File: src/rtl/prime_checker_seq.sv
// Sequential prime tester: trial division by odd divisors 3, 5, 7, ... using a
// multi-cycle restoring divider; one start per operand, result flagged by a done pulse.
module prime_checker_seq #(
    parameter int WIDTH = 8
) (
    input  logic             clk,
    input  logic             rst_n,
    input  logic             start,
    input  logic [WIDTH-1:0] num,
    output logic             busy,
    output logic             done,
    output logic             res
);

    localparam int CW = $clog2(WIDTH + 1);

    typedef enum logic [2:0] {IDLE, INIT, SQ, DIV, REM, DONE} state_t;

    state_t             state, state_nx;
    logic [WIDTH-1:0]   n, d, q;
    logic [WIDTH:0]     rem;
    logic [CW-1:0]      cnt;
    logic [2*WIDTH-1:0] d_sq;
    logic               sq_gt_n;
    logic [WIDTH:0]     shifted;
    logic [WIDTH+1:0]   trial;
    logic               trivial;
    logic               last_bit;

    // d*d is formed at double width so the square never wraps
    assign d_sq     = {{WIDTH{1'b0}}, d} * {{WIDTH{1'b0}}, d};
    assign sq_gt_n  = d_sq > {{WIDTH{1'b0}}, n};
    assign shifted  = {rem[WIDTH-1:0], q[WIDTH-1]};
    assign trial    = {1'b0, shifted} - {2'b00, d};
    assign trivial  = (n <= WIDTH'(3)) || !n[0];
    assign last_bit = (cnt == CW'(WIDTH - 1));

    always_ff @(posedge clk or negedge rst_n) begin
        if (!rst_n) state <= IDLE;
        else        state <= state_nx;
    end

    always_comb begin
        state_nx = state;
        case (state)
            IDLE:    if (start) state_nx = INIT;
            INIT:    state_nx = trivial ? DONE : SQ;
            SQ:      state_nx = sq_gt_n ? DONE : DIV;
            DIV:     if (last_bit) state_nx = REM;
            REM:     state_nx = (rem == '0) ? DONE : SQ;
            DONE:    state_nx = IDLE;
            default: state_nx = IDLE;
        endcase
    end

    always_comb begin
        busy = (state != IDLE);
        done = (state == DONE);
    end

    always_ff @(posedge clk or negedge rst_n) begin
        if (!rst_n) begin
            n   <= '0;
            d   <= '0;
            q   <= '0;
            rem <= '0;
            cnt <= '0;
            res <= 1'b0;
        end else begin
            case (state)
                IDLE: begin
                    if (start) begin
                        n   <= num;
                        res <= 1'b0;
                    end
                end
                INIT: begin
                    if (n < WIDTH'(2))       res <= 1'b0;
                    else if (n <= WIDTH'(3)) res <= 1'b1;
                    else if (!n[0])          res <= 1'b0;
                    else                     d   <= WIDTH'(3);
                end
                SQ: begin
                    if (sq_gt_n) begin
                        res <= 1'b1;
                    end else begin
                        rem <= '0;
                        q   <= n;
                        cnt <= '0;
                    end
                end
                DIV: begin
                    // restore when the trial subtraction goes negative
                    if (trial[WIDTH+1]) rem <= shifted;
                    else                rem <= trial[WIDTH:0];
                    q   <= {q[WIDTH-2:0], ~trial[WIDTH+1]};
                    cnt <= cnt + CW'(1);
                end
                REM: begin
                    if (rem == '0) res <= 1'b0;
                    else           d   <= d + WIDTH'(2);
                end
                default: ;
            endcase
        end
    end

endmodule

File: config.mk
export PLATFORM = sky130hd
export DESIGN_NAME = prime_checker_seq
export DESIGN_NICKNAME = d
export VERILOG_FILES = /design/src/rtl/prime_checker_seq.sv
export SDC_FILE = /design/constraint.sdc
export NUM_CORES = 1
export LEC_CHECK = 0
export ABC_AREA = 1
export CAP_MARGIN = 5
export CORE_ASPECT_RATIO = 0.75
export CORE_MARGIN = 1
export CORE_UTILIZATION = 50
export CTS_CLUSTER_DIAMETER = 40
export CTS_CLUSTER_SIZE = 10
export DETAILED_ROUTE_END_ITERATION = 12
export DONT_BUFFER_PORTS = 1
export SLEW_MARGIN = 20
export SYNTH_ARGS = -nofsm -noshare
export SYNTH_HDL_FRONTEND = slang
export SYNTH_SLANG_ARGS = --single-unit
File: constraint.sdc
create_clock -name clk -period 6.9 [get_ports clk]
set_clock_uncertainty 0.15 [all_clocks]
set_input_delay 0.69 -clock clk [delete_from_list [all_inputs] [get_ports clk]]
set_output_delay 0.69 -clock clk [all_outputs]
set_load 0.01 [all_outputs]
==> metrics.yaml <==
floorplan:
  rows: 29
  ios: 14
  die_h_um: 82.7
  core_um2: 8420
  die_w_um: 110
  initial_core_util_pct: 51.5
  dieArea_um2: 9050
timing:
  fmaxAchievable_mhz: 185
  hold_violations: 0
  setup_viol_count_final: 0
  finalCriticalPeriod_ns: 5.42
  worstMarginPinSlew_ns: 0.938
  min_period_over_period_pct: 78.5
  setup-tns-final_ns: 0
  rsz0062_at_grt: "no"
  fin_ws_ns: 1.48
  relSlewSlack_pct: 37.4
  maxSlewViolCount: 0
global_routing:
  grt_pass1_vias: 3407
  antenna_found_initial: 0
  grt_start_max_net_pins: 42
  grt_pass1_wl_um: 16300
  grt.overflow.total: 0
  grt_use_total_pct: 23.9
clocking:
  cts_made_buffers: 5
  clk_pin_slew_ns: 0.06
  cts.repair.resized: 0
  cts_tree: "done"
  root_buffer: "clkbuf_16"
  htreeDepth: 2
  clock_latency_ns: 0.29
  clockBufferDepth: 2
  cts_sinks: 41
detailed_routing:
  ant_nets: 0
  dr.pass1.iters: 5
  wire_per_inst_um: 13.7
  vias: 3620
  via_per_inst: 5.10
  finalWirelength_um: 9730
  drt_iter0_drc: 127
  drcViolationCount: 0
placement:
  numPortBuffers: 0
  dp_slack_ns: 1.45
  dpl-instance-area_um2: 4390
  place_congestion: 0.876
  hpwlAfterDp_um: 7820
critical_path:
  worstPathRequired_ns: 6.98
  cpPeakStageDelay_ns: 0.62
  rrSetupSlack_ns: 1.48
  crit_family: "adder cells"
  end_kind: "flip-flop"
  cpMostUsedCell: "nand2_1"
  cp-start-kind: "flip-flop"
  path_max_fanout: 25
  slowest_stage: "dfrtp_1"
  path_cells: "nand2_1 > fa_1 > inv_1 > fa_1 > ha_1 > inv_1 > fa_1 > inv_1 > ha_1 > nand2_1 > a21oi_2 > xor2_1 > ha_1 > a21oi_1 > o21a_1 > nand2_1 > nand2_1 > nand3_1 > nor2_2 > nand4_4 > nand2_2 > nand2_1 > nand2_1"
  cp_num_buf_inv: 3
  setup.worst_path.class: "flip-flop to flip-flop"
  critPathArrivalTime_ns: 5.49
power_and_ir_drop:
  power_per_cell_area_nw_per_um2: 306
  leakagePower_nw: 2.67
  vdd_drop_max_v: 0.000186
layout:
  final_nets: 683
  multi_input_area_um2: 2780
  antenna_cells: 0
  fin_util_pct: 54.1
  final_area_um2: 4550
  drive_gt1_share_pct: 3.16
  final_cell_mix: "152 x nand2_1, 118 x inv_1, 47 x nand3_1"
  area_delta_synth_final_pct: 4.93
  layout_commonest_cell: "nand2_1"
  nFillCells: 865
  regArea_um2: 1030
synthesis:
  yosysWarnings: 0
  synth-seq-area-share_pct: 23.7
  synth_cell_types: 31
  ys_ff_latch: 41
  synth_cells: 611
  synth_area_per_cell_um2: 7.10
  syn_area_um2: 4340
  syn_nets: 693
min_path:
  hp-class: "primary input to async pin"
outcome:
  outcome: "finished, final reports clean"
job:
  maxCapViolations: 0
==> timing repair <==
action	4_1_cts	5_1_grt
setup endpoints to repair	0	0
hold endpoints to repair	41	0
buffers inserted	0	0
hold buffers	1	0
==> worst paths after layout <==
check,to,startpoint,depth (start not counted)
setup / recovery,q[3],d[4],23
hold / removal,d[7],rst_n,1
setup reg to reg,q[3],d[4],23
hold reg to reg,q[6],q[6],2
max in group asynchronous,n[2],rst_n,1
min in group clk,q[6],q[6],2
==> layer usage <==
| layer | up-vias | track usage (%) | wire, um |
|---|---|---|---|
| li1 | 1898 | - | - |
| met2 | 46 | 34.3 | 4010 |
| met4 | 0 | 4.93 | 85 |
| met5 | - | 0 | 0 |
| met3 | 9 | 3.77 | 260 |
| met1 | 1667 | 37.2 | 5380 |
==> worst reg2reg max path: stages (launching register included) <==
cell and delay [ns]:
dfrtp_1 0.62, nand2_1 0.20, fa_1 0.42, inv_1 0.07
fa_1 0.42, ha_1 0.30, inv_1 0.05, fa_1 0.53
inv_1 0.04, ha_1 0.35, nand2_1 0.11, a21oi_2 0.20
xor2_1 0.18, ha_1 0.26, a21oi_1 0.15, o21a_1 0.13
nand2_1 0.05, nand2_1 0.06, nand3_1 0.09, nor2_2 0.15
nand4_4 0.34, nand2_2 0.33, nand2_1 0.08, nand2_1 0.06
==> cells in the mapped netlist (all sizes together) <==
library cell / instances / area, um^2
nand2: 153 / 577
inv: 118 / 443
nor2: 48 / 190
nand3: 47 / 235
ha: 45 / 563
dfrtp: 41 / 1030
a21oi: 38 / 198
o21ai: 30 / 150
fa: 26 / 521
clkbuf: 16 / 60.1
xor2: 10 / 87.6
nor3: 7 / 35.0
nand4: 5 / 46.3
a21o: 4 / 30.0
a31oi: 3 / 18.8
buf: 3 / 27.5
nand3b: 3 / 22.5
or2: 3 / 18.8
xnor2: 3 / 26.3
o211ai: 2 / 15.0
o21bai: 2 / 15.0
a211oi: 1 / 7.51
o21a: 1 / 7.51
o221ai: 1 / 8.76
o31ai: 1 / 7.51
==> stage by stage <==
step	std cells	hold slack, ns	power, mW
after detailed placement	701	0.245	1.16
final	710	0.0896	1.39
after global placement	701	0.245	1.14
after global routing	710	0.101	1.55
after floorplan	611	0.244	1.00
after CTS	710	0.0983	1.40
==> sequential cells by signal (all words and copies together), names as in the netlist <==
signal  flops
q           8
n           8
cnt         4
res         1
state       3
rem         9
d           8
==> area by class of cell <==
type                    instances  share of cell area (%)
inverters                     118                    9.73
multi-input cells             433                    61.1
flip-flops and latches         41                    22.5
repair buffers                  2                   0.605
clock inverters                 2                   0.220
clock buffers                   6                    2.83
well taps                     108                    2.97
==> power by group <==
part	internal (mW)	total, mW	switching (mW)
registers	0.336	0.416	0.0805
logic	0.263	0.747	0.484
clock network	0.133	0.228	0.0947
==> logic make-up after synthesis <==
kind of cell    share of synthesized area, %
simple gates                            25.9
buf+inv                                 12.2
compound gates                          10.6
fa+ha+maj                               25.0
flops                                   23.7
xor+xnor                                2.63
(Power assumes the default switching activity.)
